$ cat config.mk
export PLATFORM = sky130hd
export DESIGN_NAME = fb_rd_timing_gen
export DESIGN_NICKNAME = d
export VERILOG_FILES = /design/src/rtl/fb_rd_timing_gen_pkg.sv /design/src/rtl/fb_rd_timing_gen_axis_cnt.sv /design/src/rtl/fb_rd_timing_gen.sv
export SDC_FILE = /design/constraint.sdc
export NUM_CORES = 1
export LEC_CHECK = 0
export CAP_MARGIN = 5
export CORE_MARGIN = 8
export CORE_UTILIZATION = 33
export CTS_BUF_LIST = sky130_fd_sc_hd__clkbuf_4 sky130_fd_sc_hd__clkbuf_8
export CTS_CLUSTER_SIZE = 28
export DETAILED_ROUTE_END_ITERATION = 6
export RECOVER_POWER = 25
export SLEW_MARGIN = 25
export SYNTH_ARGS = -nofsm -noshare
export SYNTH_HDL_FRONTEND = slang
export SYNTH_SLANG_ARGS = --single-unit
export TNS_END_PERCENT = 30
$ cat constraint.sdc
create_clock -name CLK_I -period 7.3 [get_ports CLK_I]
set_input_delay 1.46 -clock CLK_I [delete_from_list [all_inputs] [get_ports CLK_I]]
set_output_delay 1.46 -clock CLK_I [all_outputs]
set_load 0.02 [all_outputs]
$ cat src/rtl/fb_rd_timing_gen_pkg.sv
// Shared definitions for the frame-buffer read timing generator:
// colour-space codes, controller states and the YUV420 line-skip rule.
package fb_rd_timing_gen_pkg;

    typedef enum logic [3:0] {
        CS_RGB    = 4'd0,
        CS_YUV444 = 4'd1,
        CS_YUV422 = 4'd2,
        CS_YUV420 = 4'd3
    } cspace_e;

    typedef enum logic {
        ST_IDLE = 1'b0,
        ST_RUN  = 1'b1
    } tg_state_e;

    // YUV420 fetches chroma-bearing data only on even active lines.
    function automatic logic skip_line(input logic [3:0] ispace, input logic aline_odd);
        return (ispace == CS_YUV420) && aline_odd;
    endfunction

endpackage

$ cat src/rtl/fb_rd_timing_gen_axis_cnt.sv
// One raster axis: sync/back-porch/active/front-porch counter with wrap
// and region decode. Used once for H and once for V (advancing on H wrap).
module tg_axis_cnt #(
    parameter int W = 13
) (
    input  logic         clk,
    input  logic         rst,
    input  logic         clr,
    input  logic         adv,
    input  logic [W-1:0] sync,
    input  logic [W-1:0] bp,
    input  logic [W-1:0] active,
    input  logic [W-1:0] fp,
    output logic [W-1:0] cnt,
    output logic         last,
    output logic         in_sync,
    output logic         in_act
);

    // Two extra bits so the summed totals cannot wrap.
    localparam int XW = W + 2;

    logic [XW-1:0] cnt_x;
    logic [XW-1:0] act_start;
    logic [XW-1:0] act_end;
    logic [XW-1:0] total;

    assign cnt_x     = {2'b00, cnt};
    assign act_start = {2'b00, sync} + {2'b00, bp};
    assign act_end   = act_start + {2'b00, active};
    assign total     = act_end + {2'b00, fp};

    assign last    = (cnt_x == total - XW'(1));
    assign in_sync = (cnt < sync);
    assign in_act  = (cnt_x >= act_start) && (cnt_x < act_end);

    // NOTE: sequential state uses <= so every flop samples pre-edge values.
    always_ff @(posedge clk) begin
        if (rst || clr) begin
            cnt <= '0;
        end else if (adv) begin
            cnt <= last ? '0 : cnt + W'(1);
        end
    end

endmodule

$ cat src/rtl/fb_rd_timing_gen.sv
// Frame-buffer read timing generator: builds VS/HS/DE raster timing in
// port-clock units and pops a FWFT FIFO during active video.
module fb_rd_timing_gen
    import fb_rd_timing_gen_pkg::*;
#(
    parameter int C_PORT_NUM = 4,
    parameter int C_BPC      = 8,
    parameter int C_HW       = 13,
    parameter int C_VW       = 12
) (
    input  logic                          CLK_I,
    input  logic                          RST_I,
    input  logic                          ENABLE_I,
    input  logic [3:0]                    ISPACE_I,
    input  logic [C_HW-1:0]               H_SYNC_I,
    input  logic [C_HW-1:0]               H_BP_I,
    input  logic [C_HW-1:0]               H_ACTIVE_I,
    input  logic [C_HW-1:0]               H_FP_I,
    input  logic [C_VW-1:0]               V_SYNC_I,
    input  logic [C_VW-1:0]               V_BP_I,
    input  logic [C_VW-1:0]               V_ACTIVE_I,
    input  logic [C_VW-1:0]               V_FP_I,
    input  logic [C_BPC*3*C_PORT_NUM-1:0] FIFO_DATA_I,
    input  logic                          FIFO_EMPTY_I,
    output logic                          FIFO_RD_EN_O,
    output logic                          PIXEL_VS_O,
    output logic                          PIXEL_HS_O,
    output logic                          PIXEL_DE_O,
    output logic                          PIXEL_DE_TOTAL_O,
    output logic [C_BPC*3*C_PORT_NUM-1:0] PIXEL_DATA_O,
    output logic                          FRAME_START_O,
    output logic                          UNDERFLOW_O,
    output logic                          BUSY_O
);

    tg_state_e       state;
    logic [3:0]      ispace_q;
    logic [C_HW-1:0] h_sync_q, h_bp_q, h_active_q, h_fp_q;
    logic [C_VW-1:0] v_sync_q, v_bp_q, v_active_q, v_fp_q;

    logic [C_HW-1:0] hcnt;
    logic [C_VW-1:0] vcnt;
    logic            h_last, v_last, h_sync, v_sync, h_act, v_act;
    logic            run, start, boundary, load;
    logic            aline_odd, de_total, de;

    assign run      = (state == ST_RUN);
    assign start    = (state == ST_IDLE) && ENABLE_I;
    assign boundary = run && h_last && v_last;
    assign load     = start || boundary;

    tg_axis_cnt #(.W(C_HW)) u_h_cnt (
        .clk     (CLK_I),
        .rst     (RST_I),
        .clr     (!run),
        .adv     (run),
        .sync    (h_sync_q),
        .bp      (h_bp_q),
        .active  (h_active_q),
        .fp      (h_fp_q),
        .cnt     (hcnt),
        .last    (h_last),
        .in_sync (h_sync),
        .in_act  (h_act)
    );

    tg_axis_cnt #(.W(C_VW)) u_v_cnt (
        .clk     (CLK_I),
        .rst     (RST_I),
        .clr     (!run),
        .adv     (run && h_last),
        .sync    (v_sync_q),
        .bp      (v_bp_q),
        .active  (v_active_q),
        .fp      (v_fp_q),
        .cnt     (vcnt),
        .last    (v_last),
        .in_sync (v_sync),
        .in_act  (v_act)
    );

    // Parity of (vcnt - active_start) without a subtractor.
    assign aline_odd = vcnt[0] ^ v_sync_q[0] ^ v_bp_q[0];
    assign de_total  = run && h_act && v_act;
    assign de        = de_total && !skip_line(ispace_q, aline_odd);

    // NOTE: the pop is combinational so the FWFT head word and the pop land on the same edge.
    assign FIFO_RD_EN_O = de && !FIFO_EMPTY_I;
    assign BUSY_O       = run;

    always_ff @(posedge CLK_I) begin
        if (RST_I) begin
            state            <= ST_IDLE;
            ispace_q         <= '0;
            h_sync_q         <= '0;
            h_bp_q           <= '0;
            h_active_q       <= '0;
            h_fp_q           <= '0;
            v_sync_q         <= '0;
            v_bp_q           <= '0;
            v_active_q       <= '0;
            v_fp_q           <= '0;
            PIXEL_VS_O       <= 1'b0;
            PIXEL_HS_O       <= 1'b0;
            PIXEL_DE_O       <= 1'b0;
            PIXEL_DE_TOTAL_O <= 1'b0;
            PIXEL_DATA_O     <= '0;
            FRAME_START_O    <= 1'b0;
            UNDERFLOW_O      <= 1'b0;
        end else begin
            case (state)
                ST_IDLE: if (ENABLE_I) state <= ST_RUN;
                ST_RUN:  if (boundary && !ENABLE_I) state <= ST_IDLE;
            endcase

            if (load) begin
                ispace_q   <= ISPACE_I;
                h_sync_q   <= H_SYNC_I;
                h_bp_q     <= H_BP_I;
                h_active_q <= H_ACTIVE_I;
                h_fp_q     <= H_FP_I;
                v_sync_q   <= V_SYNC_I;
                v_bp_q     <= V_BP_I;
                v_active_q <= V_ACTIVE_I;
                v_fp_q     <= V_FP_I;
            end

            if (start) begin
                UNDERFLOW_O <= 1'b0;
            end else if (de && FIFO_EMPTY_I) begin
                UNDERFLOW_O <= 1'b1;
            end

            // Timing is never stalled; a missing word goes out as zero.
            PIXEL_VS_O       <= run && v_sync;
            PIXEL_HS_O       <= run && h_sync;
            PIXEL_DE_O       <= de;
            PIXEL_DE_TOTAL_O <= de_total;
            PIXEL_DATA_O     <= (de && !FIFO_EMPTY_I) ? FIFO_DATA_I : '0;
            FRAME_START_O    <= run && (hcnt == '0) && (vcnt == '0);
        end
    end

endmodule

==> flow_metrics.env <==
export IMPL_status="complete, no violations"
export IMPL_htreeDepth=2
export IMPL_syn_area_mm2=0.0139
export IMPL_synth_edf_count=0
export IMPL_cts_sinks=232
export IMPL_worstSetupPathType="flip-flop to output pin"
export IMPL_grt_pass1_wl_um=70100
export IMPL_drv_cap=0
export IMPL_seqCellArea_mm2=0.00464
export IMPL_fin_nets=2228
export IMPL_min_delay_path_depth=2
export IMPL_clkTransAtPathRegs_ns=0.06
export IMPL_finClkSkew_ns=0.0347
export IMPL_numCtsBuffers=43
export IMPL_drive_gt1_share_pct=10.9
export IMPL_whs_ns=0.472
export IMPL_multi_input_area_mm2=0.00867
export IMPL_die_y_um=221
export IMPL_synthFlopType="dfxtp_1"
export IMPL_fmaxAchievable_mhz=141
export IMPL_cp_required_ns=5.84
export IMPL_clk_path_buf_depth=3
export IMPL_area_growth_pct=36.1
export IMPL_cp_start_kind="flip-flop"
export IMPL_hpwl_um=35400
export IMPL_synthArstFlopShare_pct=0
export IMPL_drt_iter0_drc=615
export IMPL_clk_latency_ns=0.61
export IMPL_final_cell_mix="232 x dfxtp_1, 224 x clkdlybuf4s50_1, 174 x nor2_1"
export IMPL_vias_per_cell=4.92
export IMPL_cts_root_buf="clkbuf_8"
export IMPL_drc=0
export IMPL_powerDensity_mw_per_mm2=215
export IMPL_worst_pin_slew_ns=0.837
export IMPL_routed_wirelength_um=44700
export IMPL_synth_fp_nets=1888
export IMPL_grt_pass1_vias=12512
export IMPL_slew_violations=0
export IMPL_dr_pass1_iters=4
export IMPL_critPathCaptureType="output pin"
export IMPL_dpl_cell_count=2329
export IMPL_track_usage_pct=17.9
export IMPL_hold_viol_final=0
export IMPL_syn_area_per_cell_um2=9.21
export IMPL_wl_per_cell_um=18.4
export IMPL_leakage_nw=8.14
export IMPL_synthCells=1509
export IMPL_min_delay_start="UNDERFLOW_O$_SDFFE_PP0P_"
export IMPL_peakVddDrop_mv=0.141
export IMPL_cts_tree="done"
export IMPL_dieArea_mm2=0.0489
export IMPL_vias=11912
export IMPL_min_period_ns=7.09
export IMPL_cp_slowest_cell="or4b_1"
export IMPL_reg2regPathDepth=28
export IMPL_die_w_um=221
export IMPL_setup_viol=0
export IMPL_hold_path_class="flip-flop to flip-flop"
export IMPL_cp_max_fo=3
export IMPL_grt_overflow=0
export IMPL_path_cells="ha_2 -> fa_2 -> buf_4 -> a21oi_2 -> nor2_1 -> nor2_1 -> xnor2_2 -> ha_1 -> a21boi_1 -> o21ai_1 -> nand2b_1 -> a31o_2 -> a21o_1 -> a21oi_2 -> xor2_1 -> ha_1 -> nand3_1 -> o221ai_2 -> a21oi_2 -> or4b_1 -> a311o_1 -> or2_4 -> nor4_4 -> buf_4"
export IMPL_whs_endpoint="UNDERFLOW_O$_SDFFE_PP0P_"
export IMPL_reg2reg_slack_ns=0.43
export IMPL_yosysSeqAreaShare_pct=33.4
export IMPL_rr_startpoint="h_sync_q[0]$_SDFFE_PP0P_"
export IMPL_rows=75
export IMPL_ys_ff_latch=232
export IMPL_r2r_end="h_bp_q[6]$_SDFFE_PP0P_"
export IMPL_core_area_mm2=0.0418
export IMPL_final_common_cell="dfxtp_1"
export IMPL_crit_arrival_ns=5.63
export IMPL_pin_count=308
export IMPL_start_util_pct=33.3
export IMPL_antenna_found_initial=7
export IMPL_fin_cells=2422
export IMPL_gp_congestion=0.890
export IMPL_yosys_warnings=0
export IMPL_critPathMostFrequentCell="a21oi_2"
export IMPL_ant_nets=0
export IMPL_fillers=4033
export IMPL_port_buffers=307
export IMPL_max_slew_margin_pct=44.2
export IMPL_synthDistinctLibCells=68
export IMPL_period_share_pct=97.1
export IMPL_grt_max_degree=59
export IMPL_rsz0062_at_grt="true"
export IMPL_slowest_delay_ns=0.45
sequential cells by signal, summed over array words and instances, names as in the netlist:
signal,flops
PIXEL_VS_O,1
FRAME_START_O,1
h_bp_q,13
v_sync_q,12
BUSY_O,1
u_v_cnt.cnt,12
PIXEL_HS_O,1
h_active_q,13
PIXEL_DE_O,1
UNDERFLOW_O,1
v_active_q,12
PIXEL_DATA_O,96
PIXEL_DE_TOTAL_O,1
u_h_cnt.cnt,13
h_fp_q,13
v_fp_q,12
ispace_q,4
v_bp_q,12
h_sync_q,13
synth_stat cells (11+ instances only):
master    number  area [µm²]
o21a_1        19         143
xnor2_1       61         534
a211oi_1      16         120
nand2_1       47         176
nor3_1        20         100
mux2i_1      109        1090
inv_1        128         480
o21ai_0       40         200
dfxtp_1      232        4640
nor4_1        13        81.3
xor2_1        52         455
nor3b_2       29         363
nand2b_1      14        87.6
nor2b_1       12        75.1
ha_1         169        2110
nor3b_1       68         510
nor2_1       175         657
nand4_1       17         106
nand3_1       18        90.1
clkbuf_1      41         154
a21o_1        34         255
o21bai_1      11        82.6
a21oi_1       60         300
metal layers:
layer,up-vias,GRT usage (%),share of wire [%],wire length (µm)
li1,5967,-,-,-
met1,5542,20.1,41,18300
met2,312,30.3,47,21000
met3,79,7.29,9.1,4070
met4,12,6.24,2.6,1150
met5,-,0,0.19,85
area by class of cell:
class / instances / area share, %
Multi-Input combinational cell: 1090 / 45.9
Clock inverter: 9 / 0.503
Clock buffer: 69 / 4.56
Timing Repair Buffer: 354 / 18.4
Antenna cell: 1 / 0.0132
Sequential cell: 232 / 24.6
Tap cell: 539 / 3.57
Inverter: 128 / 2.54
worst max path at each step:
stage                                         from  cells after the start           end
final                       v_bp_q[0]$_SDFFE_PP0P_                     24  FIFO_RD_EN_O
after global routing        v_bp_q[0]$_SDFFE_PP0P_                     24  FIFO_RD_EN_O
after CTS                   v_bp_q[1]$_SDFFE_PP0P_                     25  FIFO_RD_EN_O
after detailed placement    v_bp_q[0]$_SDFFE_PP0P_                     23  FIFO_RD_EN_O
after global placement      v_bp_q[0]$_SDFFE_PP0P_                     23  FIFO_RD_EN_O
after floorplan           v_sync_q[1]$_SDFFE_PP0P_                     23  FIFO_RD_EN_O
repair_timing:
item	4_1_cts	5_1_grt
hold buffers	0	0
pin swaps	16	17
gates resized for setup	25	25
endpoints found under the setup margin	1	84
buffers inserted	6	8
critical path, delay by kind of cell, from the launching register on:
kind            cells  cell delay, ns
compound gates      9            1.60
buf+inv             2            0.35
simple gates        7            1.30
xor+xnor            2            0.36
fa+ha+maj           4            1.13
flops               1            0.31
cell families after synthesis:
| family | after synthesis | synth area share [%] |
|---|---|---|
| flops | 232 | 33.4 |
| buf+inv | 187 | 5.65 |
| mux | 109 | 7.85 |
| simple gates | 451 | 18.2 |
| xor+xnor | 113 | 7.12 |
| compound gates | 241 | 11.6 |
| fa+ha+maj | 176 | 16.1 |
power by group:
group | total [mW] | internal, mW | switching (mW) | leakage, nW
Sequential | 1.34 | 1.31 | 0.0350 | 1.89
Clock | 1.37 | 0.789 | 0.582 | 0.494
Combinational | 1.36 | 0.652 | 0.710 | 5.76
through the flow:
step                      instance area [µm²]  total power, mW  utilization (%)  setup TNS (ns)  setup WS [ns]
after floorplan                         13900             2.33                -               0          0.576
after global placement                  17700             2.67             42.3               0        0.00449
after detailed placement                17700             2.70             42.3          -0.207         -0.207
after CTS                               18700             4.11             44.9               0        0.00315
after global routing                    18900             4.36             45.3         -0.0984        -0.0984
final                                   18900             4.07             45.3               0          0.209
Note: power is estimated with default switching activity, not from simulation.
